$ cat src/rtl/uart_pkg.sv
// Shared types and helpers for the 8N1 UART transceiver.
package uart_pkg;

  typedef enum logic [1:0] {
    TX_IDLE  = 2'd0,
    TX_START = 2'd1,
    TX_DATA  = 2'd2,
    TX_STOP  = 2'd3
  } tx_state_t;

  typedef enum logic [1:0] {
    RX_IDLE  = 2'd0,
    RX_START = 2'd1,
    RX_DATA  = 2'd2,
    RX_STOP  = 2'd3
  } rx_state_t;

  // Number of system clocks per serial bit (integer division, truncating).
  function automatic int clks_per_bit(input int sys_frequency, input int baud_rate);
    return sys_frequency / baud_rate;
  endfunction

endpackage

$ cat src/rtl/uart_rx.sv
// 8N1 deserialiser with mid-bit sampling and start-glitch / framing rejection.
module uart_rx
  import uart_pkg::*;
#(
  parameter int CLKS_PER_BIT = 104
) (
  input  logic       clk,
  input  logic       rst_n,
  input  logic       rxd_i,
  output logic       rx_done,
  output logic [7:0] rx_data_o
);

  localparam int CW = $clog2(CLKS_PER_BIT) + 1;
  localparam logic [CW-1:0] CNT_MAX  = CW'(CLKS_PER_BIT - 1);
  localparam logic [CW-1:0] HALF_MAX = CW'(CLKS_PER_BIT / 2 - 1);

  rx_state_t      state_reg;
  logic [CW-1:0]  cnt_reg;
  logic [2:0]     bit_reg;
  logic [7:0]     shift_reg;
  logic [7:0]     data_reg;
  logic           done_reg;
  logic           sync1_reg;
  logic           sync2_reg;

  logic bit_end;
  assign bit_end = (cnt_reg == CNT_MAX);

  // Two-flop synchroniser for the asynchronous serial input.
  always_ff @(posedge clk or negedge rst_n) begin
    if (!rst_n) begin
      sync1_reg <= 1'b1;
      sync2_reg <= 1'b1;
    end else begin
      sync1_reg <= rxd_i;
      sync2_reg <= sync1_reg;
    end
  end

  // Receive sequencer: half a bit into START, then whole bits, lands mid-bit.
  always_ff @(posedge clk or negedge rst_n) begin
    if (!rst_n) begin
      state_reg <= RX_IDLE;
      cnt_reg   <= '0;
      bit_reg   <= '0;
      shift_reg <= '0;
      data_reg  <= '0;
      done_reg  <= 1'b0;
    end else begin
      case (state_reg)
        RX_IDLE: begin
          cnt_reg <= '0;
          if (!sync2_reg) begin
            done_reg  <= 1'b0;
            state_reg <= RX_START;
          end
        end
        RX_START: begin
          if (cnt_reg == HALF_MAX) begin
            cnt_reg   <= '0;
            bit_reg   <= '0;
            state_reg <= sync2_reg ? RX_IDLE : RX_DATA;
          end else begin
            cnt_reg <= cnt_reg + CW'(1);
          end
        end
        RX_DATA: begin
          if (bit_end) begin
            cnt_reg   <= '0;
            shift_reg <= {sync2_reg, shift_reg[7:1]};
            if (bit_reg == 3'd7) begin
              state_reg <= RX_STOP;
            end else begin
              bit_reg <= bit_reg + 3'd1;
            end
          end else begin
            cnt_reg <= cnt_reg + CW'(1);
          end
        end
        RX_STOP: begin
          if (bit_end) begin
            cnt_reg   <= '0;
            state_reg <= RX_IDLE;
            // A low stop bit is a framing error: drop the byte silently.
            if (sync2_reg) begin
              data_reg <= shift_reg;
              done_reg <= 1'b1;
            end
          end else begin
            cnt_reg <= cnt_reg + CW'(1);
          end
        end
        default: state_reg <= RX_IDLE;
      endcase
    end
  end

  assign rx_done   = done_reg;
  assign rx_data_o = data_reg;

endmodule

$ cat src/rtl/uart_tx.sv
// 8N1 serialiser: one frame per rising edge of new_data seen while idle.
module uart_tx
  import uart_pkg::*;
#(
  parameter int CLKS_PER_BIT = 104
) (
  input  logic       clk,
  input  logic       rst_n,
  input  logic [7:0] tx_data_i,
  input  logic       new_data,
  output logic       txd_o,
  output logic       tx_done
);

  localparam int CW = $clog2(CLKS_PER_BIT) + 1;
  localparam logic [CW-1:0] CNT_MAX = CW'(CLKS_PER_BIT - 1);

  tx_state_t      state_reg;
  logic [CW-1:0]  cnt_reg;
  logic [2:0]     bit_reg;
  logic [7:0]     shift_reg;
  logic           nd_reg;
  logic           txd_reg;
  logic           done_reg;

  logic start_req;
  logic bit_end;

  // Only a fresh 0->1 transition counts; a level held high never restarts a frame.
  assign start_req = new_data & ~nd_reg;
  assign bit_end   = (cnt_reg == CNT_MAX);

  // Frame sequencer: line level is registered so txd_o is glitch-free.
  always_ff @(posedge clk or negedge rst_n) begin
    if (!rst_n) begin
      state_reg <= TX_IDLE;
      cnt_reg   <= '0;
      bit_reg   <= '0;
      shift_reg <= '0;
      nd_reg    <= 1'b0;
      txd_reg   <= 1'b1;
      done_reg  <= 1'b0;
    end else begin
      nd_reg <= new_data;
      case (state_reg)
        TX_IDLE: begin
          cnt_reg <= '0;
          if (start_req) begin
            shift_reg <= tx_data_i;
            done_reg  <= 1'b0;
            txd_reg   <= 1'b0;
            state_reg <= TX_START;
          end
        end
        TX_START: begin
          if (bit_end) begin
            cnt_reg   <= '0;
            bit_reg   <= '0;
            txd_reg   <= shift_reg[0];
            shift_reg <= shift_reg >> 1;
            state_reg <= TX_DATA;
          end else begin
            cnt_reg <= cnt_reg + CW'(1);
          end
        end
        TX_DATA: begin
          if (bit_end) begin
            cnt_reg <= '0;
            if (bit_reg == 3'd7) begin
              txd_reg   <= 1'b1;
              state_reg <= TX_STOP;
            end else begin
              bit_reg   <= bit_reg + 3'd1;
              txd_reg   <= shift_reg[0];
              shift_reg <= shift_reg >> 1;
            end
          end else begin
            cnt_reg <= cnt_reg + CW'(1);
          end
        end
        TX_STOP: begin
          if (bit_end) begin
            cnt_reg   <= '0;
            done_reg  <= 1'b1;
            state_reg <= TX_IDLE;
          end else begin
            cnt_reg <= cnt_reg + CW'(1);
          end
        end
        default: state_reg <= TX_IDLE;
      endcase
    end
  end

  assign txd_o   = txd_reg;
  assign tx_done = done_reg;

endmodule

$ cat src/rtl/uart_top.sv
// 8N1 UART transceiver: independent TX and RX paths on one system clock.
module uart_top
  import uart_pkg::*;
#(
  parameter int BAUD_RATE     = 9600,
  parameter int SYS_FREQUENCY = 1000000
) (
  input  logic       sys_clk,
  input  logic       reset,
  input  logic [7:0] tx_data_i,
  input  logic       new_data,
  output logic       txd_o,
  output logic       tx_done,
  input  logic       rxd_i,
  output logic       rx_done,
  output logic [7:0] rx_data_o
);

  localparam int CLKS_PER_BIT = clks_per_bit(SYS_FREQUENCY, BAUD_RATE);

  uart_tx #(
    .CLKS_PER_BIT(CLKS_PER_BIT)
  ) u_tx (
    .clk       (sys_clk),
    .rst_n     (reset),
    .tx_data_i (tx_data_i),
    .new_data  (new_data),
    .txd_o     (txd_o),
    .tx_done   (tx_done)
  );

  uart_rx #(
    .CLKS_PER_BIT(CLKS_PER_BIT)
  ) u_rx (
    .clk       (sys_clk),
    .rst_n     (reset),
    .rxd_i     (rxd_i),
    .rx_done   (rx_done),
    .rx_data_o (rx_data_o)
  );

endmodule

$ cat config.mk
export PLATFORM = sky130hd
export DESIGN_NAME = uart_top
export DESIGN_NICKNAME = d
export VERILOG_FILES = /design/src/rtl/uart_pkg.sv /design/src/rtl/uart_rx.sv /design/src/rtl/uart_tx.sv /design/src/rtl/uart_top.sv
export SDC_FILE = /design/constraint.sdc
export NUM_CORES = 1
export LEC_CHECK = 0
export CAP_MARGIN = 40
export CORE_MARGIN = 2
export CORE_UTILIZATION = 60
export DETAILED_ROUTE_END_ITERATION = 8
export DONT_BUFFER_PORTS = 1
export PLACE_DENSITY = 0.83
export SKIP_CTS_REPAIR_TIMING = 1
export SYNTH_ARGS = -nofsm -noshare
export SYNTH_HDL_FRONTEND = slang
export SYNTH_SLANG_ARGS = --single-unit
$ cat constraint.sdc
create_clock -name sys_clk -period 2.3 [get_ports sys_clk]
set_input_delay 0.46 -clock sys_clk [delete_from_list [all_inputs] [get_ports sys_clk]]
set_output_delay 0.46 -clock sys_clk [all_outputs]
set_load 0.03 [all_outputs]
Yosys cells after proc, flatten, opt, wreduce, memory -nomap -nowiden
Cells that the tools add are included.
{ "totals": {"word_cells": 106, "register_bits": 56, "output_inout_bits": 11, "input_bits": 12} }
{ "op_classes": {"addsub": 4, "n_eq_ne": 24, "n_reduce_logical": 19, "mux": 42, "bitwise": 2} }
{ "ops": {"columns": ["operator", "count"], "rows": [
  ["$mux W8", 7],
  ["$pmux W8 S3", 2],
  ["$mux W2", 11],
  ["$ne A2 B1 Y1 const B", 10],
  ["$mux W3", 6],
  ["$add A8 B1 Y8 const B", 2],
  ["$eq A8 B7 Y1 const B", 2],
  ["$pmux W2 S4", 2],
  ["$pmux W8 S2", 1],
  ["$reduce_and A4 Y1", 4],
  ["$reduce_and A5 Y1", 3],
  ["$pmux W3 S2", 2],
  ["$eq A2 B2 Y1 const B", 4],
  ["$eq A8 B6 Y1 const B", 1],
  ["$mux W1", 8],
  ["$reduce_bool A2 Y1", 4],
  ["$add A3 B1 Y3 const B", 2],
  ["$eq A3 B3 Y1 const B", 2],
  ["$ne A2 B2 Y1 const B", 3],
  ["$reduce_and A3 Y1", 2],
  ["$eq A2 B1 Y1 const B", 2],
  ["$logic_not A2 Y1", 2],
  ["$pmux W1 S2", 2],
  ["$pmux W1 S3", 1],
  ["other kinds (6)", 6]
]} }

Longest topological paths before layout
{ "depth": {"ltp_word": 4, "depth_mapped": 7, "mapped_depth_nobuf": 6} }

By module
A second synthesis with hierarchy kept.
{ "hier_totals": {"hier_cells": 223, "area_unflattened_um2": 2697.6} }
{ "modules_own_cells": {"columns": ["mod", "area_per_inst_um2", "n_inst", "cells_per_inst", "seq_area_each_um2"], "rows": [
  ["uart_rx", 1416.4, 1, 111, 803.3],
  ["uart_tx", 1281.2, 1, 112, 601.8]
]} }

Worst setup path after synthesis
Ideal clock, no wire load.
{ "synth_path": {"path_type": "register to register", "from": "register u_tx.cnt_reg[0]", "to": "register u_tx.shift_reg[0]", "t_required_ps": 2175, "path_stages_with_launch": 6, "path_slack_ps": 508, "path_buffers": 0, "period_less_slack_ps": 1792, "setup_ps": 125, "t_arrival_ps": 1667, "cell_sequence": "dfrtp_1 -> ha_1 -> and4bb_2 -> and2_4 -> o2111ai_4 -> mux2_2"} }
{ "synth_between": {"elab_chain_len": 3, "word_cells_on_any_way": 4, "classes_between": "3 x eq/ne; 1 x reduce/logical"} }
{ "synth_rtl": {"columns": ["element", "line", "text"], "rows": [
  ["from (decl)", "uart_tx.sv:19", "logic [CW-1:0] cnt_reg;"],
  ["from (signal assigned)", "uart_tx.sv:63", "cnt_reg <= cnt_reg + CW'(1);"],
  ["from (signal assigned)", "uart_tx.sv:78", "cnt_reg <= cnt_reg + CW'(1);"],
  ["from (signal assigned)", "uart_tx.sv:87", "cnt_reg <= cnt_reg + CW'(1);"],
  ["$eq A8 B7 Y1 (*)", "uart_tx.sv:31", "assign bit_end = (cnt_reg == CNT_MAX);"],
  ["$ne A2 B1 Y1 (no source line)", null, null],
  ["$reduce_and A5 Y1 (no source line) (*)", null, null],
  ["to (signal assigned)", "uart_tx.sv:49", "shift_reg <= tx_data_i;"],
  ["to (signal assigned)", "uart_tx.sv:60", "shift_reg <= shift_reg >> 1;"],
  ["to (signal assigned)", "uart_tx.sv:75", "shift_reg <= shift_reg >> 1;"],
  ["to (decl)", "uart_tx.sv:21", "logic [7:0] shift_reg;"]
]} }
Mark *: on every way between the ends. The rest lies on a longest branch, timed or not.
A chain may end at the register's enable or synchronous reset.

Worst setup path after layout
{ "layout_path": {"from": "register u_rx.cnt_reg[0]", "to": "register u_rx.data_reg[0], in the netlist u_rx.rx_data_o[0]"} }
{ "layout_between": {"elab_chain_len": 2} }
{ "layout_rtl": {"columns": ["element", "line", "text"], "rows": [
  ["from (decl)", "uart_rx.sv:19", "logic [CW-1:0] cnt_reg;"],
  ["from (signal assigned)", "uart_rx.sv:65", "cnt_reg <= cnt_reg + CW'(1);"],
  ["from (signal assigned)", "uart_rx.sv:78", "cnt_reg <= cnt_reg + CW'(1);"],
  ["from (signal assigned)", "uart_rx.sv:91", "cnt_reg <= cnt_reg + CW'(1);"],
  ["$eq A8 B7 Y1", "uart_rx.sv:28", "assign bit_end = (cnt_reg == CNT_MAX);"],
  ["$reduce_and A3 Y1 (no source line)", null, null],
  ["to (signal assigned)", "uart_rx.sv:87", "data_reg <= shift_reg;"],
  ["to (decl)", "uart_rx.sv:22", "logic [7:0] data_reg;"]
]} }
Every way passes these cells.

==> run summary <==
outcome: complete, no violations
critical path launch point type: flop
global-route wire length before repair: 7.61 mm
die footprint: 0.00507 mm^2
total wirelength of the detailed-routed design: 4.45 mm
final antenna diode count: 0
starting density of the core: 0.622
total CTS buffers: 5
Worst Path Required: 2.49 ns
final design area excluding fillers: 0.00287 mm^2
path type of the worst min-delay path: input port to asynchronous set/reset pin
slew at the pin closest to its max-slew limit: 0.492 ns
pin count of the biggest net entering global routing: 57
count of standard-cell rows: 24
category of the critical setup timing path: flop to flop
Pwr Density: 545 mW/mm^2
Die Span Y: 71.2 um
max-cap viol count: 0
vias in the first global route: 1655
number of nets in the layout: 250
fin crit period: 2.08 ns
Netlist cell types: 49
cell type group with the largest total delay on the critical path: simple AND/OR/NAND/NOR gates
fraction of the yosys area taken by sequential cells: 0.519
maximum vdd drop: 0.000373 V
Die Wd: 71.2 um
vias after detailed routing: 1664
number of iterations in the first detailed-routing pass: 4
post-CTS clock slew at the launch and capture registers of the worst setup and hold paths: 0.09 ns
IO buf count: 0
total negative setup slack: 0 ns
share of final-layout standard cells stronger than drive strength 1: 0.240
core area: 0.00435 mm^2
clock sink count: 56
CTS tree: built
Slew Viols, Final: 0
unrepaired setup endpoints after global routing: false
total global routing track utilization: 0.189
delay of the slowest cell on the worst path: 0.42 ns
initial drt markers: 132
max-slew headroom at the worst pin: 0.669
hpwl dp: 3.07 mm
post-detailed-route via-to-cell ratio: 5.92
number of nets with antenna violations after detailed routing: 0
ranking of synthesized cells by area: dfrtp_1, mux2_2, ha_1, dfstp_2, nor2_1
final clock skew: 0.00272 ns
number of enable-type register cells in the synthesized netlist: 0
most frequently used flop master after synthesis: dfrtp_1
worst-path fanout max: 8
final routed DRC violation total: 0
global placement routability congestion: 0.877
GRT overflow: 0
area delta synth->final: 5.77%
upper clock frequency limit: 480 MHz
total buffers and inverters traversed by the critical path: 0
number of antenna violations at the first check in global routing: 0
Mean Syn Cell Area: 12.0 um^2
cell chosen for the clock root: clkbuf_8
post-synth net total: 248
fraction of registers with async set/reset: 1.00
combined area of all synthesized cells: 0.00271 mm^2
cell accounting for the most synthesized area: dfrtp_1
Placed Cells: 272
standby leakage power: 1.40 nW
synthesized instance count: 226
clock latency on the worst-skew pair: 0.29 ns
post-layout instance count excluding filler cells: 281
CP arrival: 2.27 ns
total placed instance area: 0.00274 mm^2
element type at the critical path end: flop
total I/O pin count: 23
critical path, cell by cell: ha_1 > nand4bb_4 > nor2_1 > and3_1 > mux2_2
total power after layout: 1.56 mW
number of synthesized register bits: 56
FF-to-FF setup slack: 0.22 ns
area share of the leading cell type in the synthesized netlist: 0.490
maximum number of buffers from clock root to sink: 2
routed len/inst: 15.8 um
count of synthesis-stage warnings from yosys: 0
cell with the largest stage delay on the worst path: dfrtp_1
Setup-failing EPs final: 0
final hold violation count: 0
final worst-path cycle share: 0.906
Final Hold Slack: 0.0183 ns
CTS HTree Levels: 2
==> synthesized netlist by cell type (2+ instances only) <==
master	number
dfrtp_1	53
mux2_2	31
nor2_1	19
inv_1	15
ha_1	10
nand3_1	10
nand2_1	9
nor3_1	8
xnor2_1	7
o21ai_0	6
xor2_1	6
a21oi_1	5
and3_1	3
dfstp_2	3
o31ai_1	3
a31oi_1	2
buf_2	2
clkbuf_1	2
o311ai_0	2
==> per-layer routing <==
metal / routed length [um] / part of all wire / up-vias / track usage
met3: 140 / 0.031 / 4 / 0.0470
met5: 0 / 0 / - / 0
met4: 44 / 0.0099 / 0 / 0.0713
met2: 2070 / 0.47 / 24 / 0.269
li1: - / - / 797 / -
met1: 2190 / 0.49 / 839 / 0.283
==> area by class of cell <==
type                       count  area [um^2]
sequential                    56         1410
inverter                      15         56.3
clock buffer                   7         86.3
clock inverter                 1         7.51
timing repair buffer           2         35.0
tap                           52         65.1
multi-input combinational    148         1210
fill                         303         1490
==> where the power goes <==
group | internal [mW] | switching (mW)
clock | 0.245 | 0.301
combinational | 0.00575 | 0.0185
sequential | 0.988 | 0.00222
==> kinds of logic (layout without fill, tap and decap cells) <==
group	count (synthesis)	count (layout)	synth area share
AO/OA/AOI/OAI	31	31	0.0873
XOR/XNOR	13	13	0.0420
adder cells (fa/ha/maj)	10	10	0.0462
buffers and inverters	22	25	0.0346
flip-flops	56	56	0.519
multiplexers	32	32	0.133
AND/OR/NAND/NOR	62	62	0.139
==> through the flow <==
step                worst slack, ns   util
finish                        0.217  0.658
global route                 0.0557  0.658
CTS                           0.228  0.652
detailed placement            0.256  0.630
global placement              0.289  0.630
floorplan                     0.508      -
==> final timing paths <==
| kind | startpoint | endpoint | depth (start not counted) |
|---|---|---|---|
| worst max-delay path | u_rx.cnt_reg[0]$_DFF_PN0_ | u_rx.rx_data_o[0]$_DFFE_PN0P_ | 5 |
| worst min-delay path | reset | u_rx.bit_reg[2]$_DFFE_PN0P_ | 1 |
| worst max register to register | u_rx.cnt_reg[0]$_DFF_PN0_ | u_rx.rx_data_o[0]$_DFFE_PN0P_ | 5 |
| worst min register to register | u_rx.sync1_reg$_DFF_PN1_ | u_rx.sync2_reg$_DFF_PN1_ | 0 |
| max in group asynchronous | reset | u_tx.txd_o$_DFFE_PN1P_ | 1 |
| min in group sys_clk | rxd_i | u_rx.sync1_reg$_DFF_PN1_ | 0 |
==> cell usage in the layout (no fill, tap or decap), types with 5 or more instances in the layout <==
master	n
dfrtp_1	53
mux2_2	31
nor2_1	19
inv_1	15
nand3_1	10
ha_1	10
nand2_1	9
nor3_1	8
xnor2_1	7
xor2_1	6
o21ai_0	6
clkbuf_8	6
a21oi_1	5
Power figures use the tool's default switching activity.
